### src/rtl/imem_loader.sv
// imem_loader: streams a length-prefixed byte image into instruction memory
// and releases the CPU reset. Optional checksum: IMEM_LOADER_CHECKSUM_EN.
module imem_loader #(
    parameter int DEPTH = 64
) (
    input  logic        clk,
    input  logic        rst_n,
    input  logic        start,
    input  logic [7:0]  byte_in,
    input  logic        byte_valid,
    output logic        byte_ready,
    output logic        wr_en,
    output logic [31:0] wr_addr,
    output logic [31:0] wr_data,
    output logic        busy,
    output logic        done,
    output logic        err,
    output logic        cpu_rst_n
);

    localparam int AW = $clog2(DEPTH + 1);

    typedef enum logic [2:0] {
        S_IDLE,
        S_LEN,
        S_DATA,
        S_WRITE,
`ifdef IMEM_LOADER_CHECKSUM_EN
        S_CSUM,
`endif
        S_DONE,
        S_ERR
    } state_t;

    state_t        r_state;
    logic [AW-1:0] r_n;
    logic [AW-1:0] r_widx;
    logic [1:0]    r_bidx;
    logic [23:0]   r_word;
    logic          r_byte_ready;
    logic          r_wr_en;
    logic [31:0]   r_wr_addr;
    logic [31:0]   r_wr_data;
    logic          r_busy;
    logic          r_done;
    logic          r_err;
    logic          r_cpu_rst_n;
`ifdef IMEM_LOADER_CHECKSUM_EN
    logic [7:0]    r_csum;
    logic [7:0]    w_csum_sum;
`endif

    state_t        w_nxt;
    logic          w_acc;
    logic          w_len_bad;
    logic [AW-1:0] w_widx_inc;
    logic [31:0]   w_addr;
    logic          w_busy_n;
    logic          w_ready_n;

    // ready is a registered decode of state, so acceptance needs only valid
    assign w_acc      = byte_valid & r_byte_ready;
    assign w_len_bad  = (byte_in == 8'd0) || (32'(byte_in) > 32'(DEPTH));
    assign w_widx_inc = r_widx + AW'(1);
    assign w_addr     = 32'(r_widx) << 2;
`ifdef IMEM_LOADER_CHECKSUM_EN
    assign w_csum_sum = r_csum + byte_in;
`endif

    // next-state decode and the output levels that go with it
    always_comb begin
        w_nxt = r_state;
        case (r_state)
            S_IDLE, S_DONE, S_ERR: begin
                if (start) w_nxt = S_LEN;
            end
            S_LEN: begin
                if (w_acc) w_nxt = w_len_bad ? S_ERR : S_DATA;
            end
            S_DATA: begin
                if (w_acc && r_bidx == 2'd3) w_nxt = S_WRITE;
            end
            S_WRITE: begin
                if (w_widx_inc == r_n) begin
`ifdef IMEM_LOADER_CHECKSUM_EN
                    w_nxt = S_CSUM;
`else
                    w_nxt = S_DONE;
`endif
                end else begin
                    w_nxt = S_DATA;
                end
            end
`ifdef IMEM_LOADER_CHECKSUM_EN
            S_CSUM: begin
                if (w_acc) w_nxt = (w_csum_sum == 8'd0) ? S_DONE : S_ERR;
            end
`endif
            default: w_nxt = S_IDLE;
        endcase
        w_busy_n  = (w_nxt == S_LEN) || (w_nxt == S_DATA) ||
                    (w_nxt == S_WRITE);
        w_ready_n = (w_nxt == S_LEN) || (w_nxt == S_DATA);
`ifdef IMEM_LOADER_CHECKSUM_EN
        w_busy_n  = w_busy_n  || (w_nxt == S_CSUM);
        w_ready_n = w_ready_n || (w_nxt == S_CSUM);
`endif
    end

    // state, counters, word assembly and registered outputs
    always_ff @(posedge clk or negedge rst_n) begin
        if (!rst_n) begin
            r_state      <= S_IDLE;
            r_n          <= '0;
            r_widx       <= '0;
            r_bidx       <= '0;
            r_word       <= '0;
            r_byte_ready <= 1'b0;
            r_wr_en      <= 1'b0;
            r_wr_addr    <= '0;
            r_wr_data    <= '0;
            r_busy       <= 1'b0;
            r_done       <= 1'b0;
            r_err        <= 1'b0;
            r_cpu_rst_n  <= 1'b0;
`ifdef IMEM_LOADER_CHECKSUM_EN
            r_csum       <= '0;
`endif
        end else begin
            r_state      <= w_nxt;
            r_byte_ready <= w_ready_n;
            r_busy       <= w_busy_n;
            r_wr_en      <= (w_nxt == S_WRITE);
            r_done       <= (w_nxt == S_DONE);
            r_err        <= (w_nxt == S_ERR);
            r_cpu_rst_n  <= (w_nxt == S_DONE);
            case (r_state)
                S_IDLE, S_DONE, S_ERR: begin
                    if (start) begin
                        r_widx <= '0;
                        r_bidx <= '0;
`ifdef IMEM_LOADER_CHECKSUM_EN
                        r_csum <= '0;
`endif
                    end
                end
                S_LEN: begin
                    if (w_acc && !w_len_bad) r_n <= AW'(byte_in);
                end
                S_DATA: begin
                    if (w_acc) begin
                        r_bidx <= r_bidx + 2'd1;
`ifdef IMEM_LOADER_CHECKSUM_EN
                        r_csum <= w_csum_sum;
`endif
                        case (r_bidx)
                            2'd0: r_word[7:0]   <= byte_in;
                            2'd1: r_word[15:8]  <= byte_in;
                            2'd2: r_word[23:16] <= byte_in;
                            default: begin
                                r_wr_data <= {byte_in, r_word};
                                r_wr_addr <= w_addr;
                            end
                        endcase
                    end
                end
                S_WRITE: begin
                    r_widx <= w_widx_inc;
                end
                default: begin
                end
            endcase
        end
    end

    assign byte_ready = r_byte_ready;
    assign wr_en      = r_wr_en;
    assign wr_addr    = r_wr_addr;
    assign wr_data    = r_wr_data;
    assign busy       = r_busy;
    assign done       = r_done;
    assign err        = r_err;
    assign cpu_rst_n  = r_cpu_rst_n;

endmodule

### config.mk
export PLATFORM = sky130hd
export DESIGN_NAME = imem_loader
export DESIGN_NICKNAME = d
export VERILOG_FILES = /design/src/rtl/imem_loader.sv
export SDC_FILE = /design/constraint.sdc
export NUM_CORES = 1
export LEC_CHECK = 0
export BUFFER_PORTS_ARGS = -buffer_cell sky130_fd_sc_hd__clkbuf_2
export CORE_MARGIN = 1.5
export CORE_UTILIZATION = 37
export DETAILED_ROUTE_END_ITERATION = 10
export SLEW_MARGIN = 20
export SYNTH_ARGS = -nofsm -noshare
export SYNTH_HDL_FRONTEND = slang
export SYNTH_SLANG_ARGS = --single-unit
### constraint.sdc
create_clock -name clk -period 4.1 [get_ports clk]
set_input_delay 0.82 -clock clk [delete_from_list [all_inputs] [get_ports clk]]
set_output_delay 0.82 -clock clk [all_outputs]
set_load 0.005 [all_outputs]
==> flow_summary.yaml <==
power_and_ir_drop:
  internal_power_uw: 2028
  p_per_area_mw_per_mm2: 672.5
  power_switching_uw: 904.6
  p_comb_frac: 0.295
  ir_drop_mv: 0.3162
  p_leak_uw: 0.002058
  clkPwrFrac: 0.201
  swShare: 0.3084
  power_frac_seq: 0.504
timing:
  period_share: 0.5835
  rsz0062_at_grt: "false"
  hold_violations: 0
  report.final.slew_viol_count: 0
  worst_pin_slew_ns: 0.9942
  clock_skew_ns: 0.01047
  setup_tns_ns: 0
  period_needed_ns: 2.392
  timing.fmax_ghz: 0.4180
  maxSlewHeadroom: 0.3372
  setup_viol: 0
  finalWorstSetupSlack_ns: 1.708
cells_and_area:
  fin_cells: 485
  final_cell_mix: "dfrtp_1 (87), mux2_2 (71), clkbuf_2 (55)"
  num-nets-final: 362
  layout_commonest_cell: "dfrtp_1"
  layout-drive-gt1-share: 0.4413
  antenna-diode-count: 0
  fill_cells: 969
  syn_to_final_growth_pct: 13.11
floorplan:
  die_w_um: 105.1
  core_region_area_mm2: 0.01023
  dieArea_mm2: 0.01104
  rows: 37
  start_util: 0.3769
  die_y_um: 105.1
  ioPinCount: 82
critical_path:
  path_max_fanout: 39
  end_kind: "flop"
  required_ns: 4.33
  arrival_ns: 2.62
  critPathKind: "primary input to flop"
  worstPathCellList: "clkbuf_2 > nand2_1 > nor3_2 > and2_2 > mux2_2"
  cp-start-kind: "primary input"
  reg2reg_slack_ns: 1.71
  ff2ff_path_depth: 4
  cp_slowest_cell: "and2_2"
  r2r_end: "wr_data[17]$_DFFE_PN0P_"
  cp_slowest_stage_delay_ns: 0.87
  worst_r2r_startpoint: "r_state[2]$_DFF_PN0_"
yosys:
  synthCells: 288
  synth_edf_count: 0
  synth_ff_type: "dfrtp_1"
  yosysTopAreaCellShare: 0.5646
  synth_area_leaders: "dfrtp_1 (56%), mux2_2 (21%), buf_4 (5.3%)"
  ys_ff_latch: 87
  synth_top_cell_by_area: "dfrtp_1"
  ys_warn_count: 0
  yosysSeqAreaShare: 0.5646
  syn_area_per_cell_um2: 13.39
  synth-async-reset-ratio: 1.000
  yosysUniqueCellTypes: 40
  syn-cell-area_mm2: 0.003856
worst_hold_path:
  min_to: "wr_data[12]$_DFFE_PN0P_"
  hold_class: "flop to flop"
  hold_depth: 1
  hold_start: "r_word[12]$_DFFE_PN0P_"
job:
  cap_violations: 0
routing:
  wl_per_cell_um: 14.21
  drc_errors: 0
  vias_per_cell: 4.629
  routed_wl_mm: 6.893
  vias: 2245
  drtIter0Drc: 40
  ant_nets: 0
  drtPass1Iterations: 4
clocking:
  postCtsSetupRepairBufs: 0
  postCtsHoldBufs: 0
  numCtsBuffers: 9
  path_clk_slew_ns: 0.08
  clock_path_buffers: 2
  cts_tree: "built"
  cts_max_level: 3
  cts_resized: 0
  numClockSinks: 87
  cts_root_buf: "clkbuf_8"
  insertion_delay_ns: 0.35
grt:
  antenna_found_initial: 0
  grt_max_degree: 65
  grt_usage: 0.1342
  grt_pass1_vias: 2293
  grt-ovfl-total: 0
  grt_pass1_wl_mm: 11.61
outcome:
  outcome: "finished clean"
placement:
  dp_hpwl_mm: 4.790
  port_buffers: 56
  pre_cts_slack_ns: 1.305
  gp_congestion: 0.7603
  dp.cells: 469
## worst max-delay path: cells and delay by family
kind,cells,cell delay (ns)
buffers and inverters,1,0.09
multiplexers,1,0.42
AND/OR/NAND/NOR,3,1.27
## cell usage after synthesis, types with 2 or more instances
cell and n:
o21ai_0 9, dfrtp_1 87, buf_2 4, nor3_2 2
mux2_2 71, clkbuf_1 5, buf_4 27, xor2_1 4
ha_1 6, and2_1 7, o22ai_1 2, nor2_1 13
nand3_1 3, or4_4 2, and3_1 2, a22o_1 2
nand2_1 9, inv_1 3, a21oi_1 4, nand2b_1 2
xnor2_1 5
## cell type report
| type | instances | area, um^2 | area share |
|---|---|---|---|
| Clock buffer | 10 | 127.6 | 0.02926 |
| Clock inverter | 6 | 67.56 | 0.01549 |
| Inverter | 4 | 15.01 | 0.003442 |
| Multi-Input combinational cell | 185 | 1514 | 0.3471 |
| Sequential cell | 87 | 2177 | 0.4991 |
| Tap cell | 136 | 170.2 | 0.03901 |
| Timing Repair Buffer | 57 | 290.3 | 0.06655 |
## per-stage QoR
| step | hold slack (ns) | area [um^2] | power, uW | utilization |
|---|---|---|---|---|
| after CTS | 0.5097 | 4362 | 2980 | 0.4263 |
| after global placement | 0.4832 | 4167 | 2343 | 0.4072 |
| after floorplan | 0.4718 | 3946 | 2020 | - |
| after global routing | 0.5226 | 4362 | 3158 | 0.4263 |
| after detailed placement | 0.4897 | 4167 | 2379 | 0.4072 |
| final | 0.5043 | 4362 | 2933 | 0.4263 |
## routing by layer
| layer | GRT usage | wire [um] | up-vias |
|---|---|---|---|
| met3 | 0.04117 | 352 | 12 |
| met2 | 0.2120 | 3271 | 68 |
| met1 | 0.1756 | 3163 | 1103 |
| met5 | 0 | 0 | - |
| met4 | 0.04403 | 106 | 0 |
| li1 | - | - | 1062 |
## logic make-up after synthesis
group                    after synthesis  synth area share
adder cells (fa/ha/maj)                6           0.01947
flip-flops                            87            0.5646
XOR/XNOR                               9           0.02044
buffers and inverters                 40           0.06651
other                                  1         0.0009725
multiplexers                          71            0.2073
AND/OR/NAND/NOR                       49           0.07560
AO/OA/AOI/OAI                         25           0.04510
## flip-flops by register name (all words and copies together), names as in the netlist
| name | cells |
|---|---|
| wr_addr | 7 |
| byte_ready | 1 |
| r_bidx | 2 |
| r_state | 3 |
| err | 1 |
| wr_en | 1 |
| r_word | 24 |
| r_n | 7 |
| busy | 1 |
| wr_data | 32 |
| cpu_rst_n | 1 |
| r_widx | 7 |
## power by group through the flow
stage / Sequential, uW / Combinational [uW] / Clock, uW
after floorplan: 1460 / 564 / 0
after global placement: 1480 / 859 / 0
after detailed placement: 1500 / 882 / 0
after CTS: 1480 / 885 / 613
after global routing: 1540 / 974 / 648
final: 1480 / 866 / 589
## how the worst max path moves through the flow
stage | slack, ns | start | depth (start not counted) | to
2_1_floorplan | 1.63 | byte_in[1] | 4 | r_n[0]$_DFFE_PN0P_
3_3_place_gp | 1.37 | byte_in[1] | 5 | r_n[1]$_DFFE_PN0P_
3_5_place_dp | 1.30 | byte_valid | 5 | wr_data[16]$_DFFE_PN0P_
4_1_cts | 1.68 | r_state[2]$_DFF_PN0_ | 4 | wr_data[17]$_DFFE_PN0P_
5_1_grt | 1.56 | r_state[2]$_DFF_PN0_ | 4 | wr_data[26]$_DFFE_PN0P_
6_report | 1.71 | byte_valid | 5 | wr_data[17]$_DFFE_PN0P_
Power figures use the tool's default switching activity.
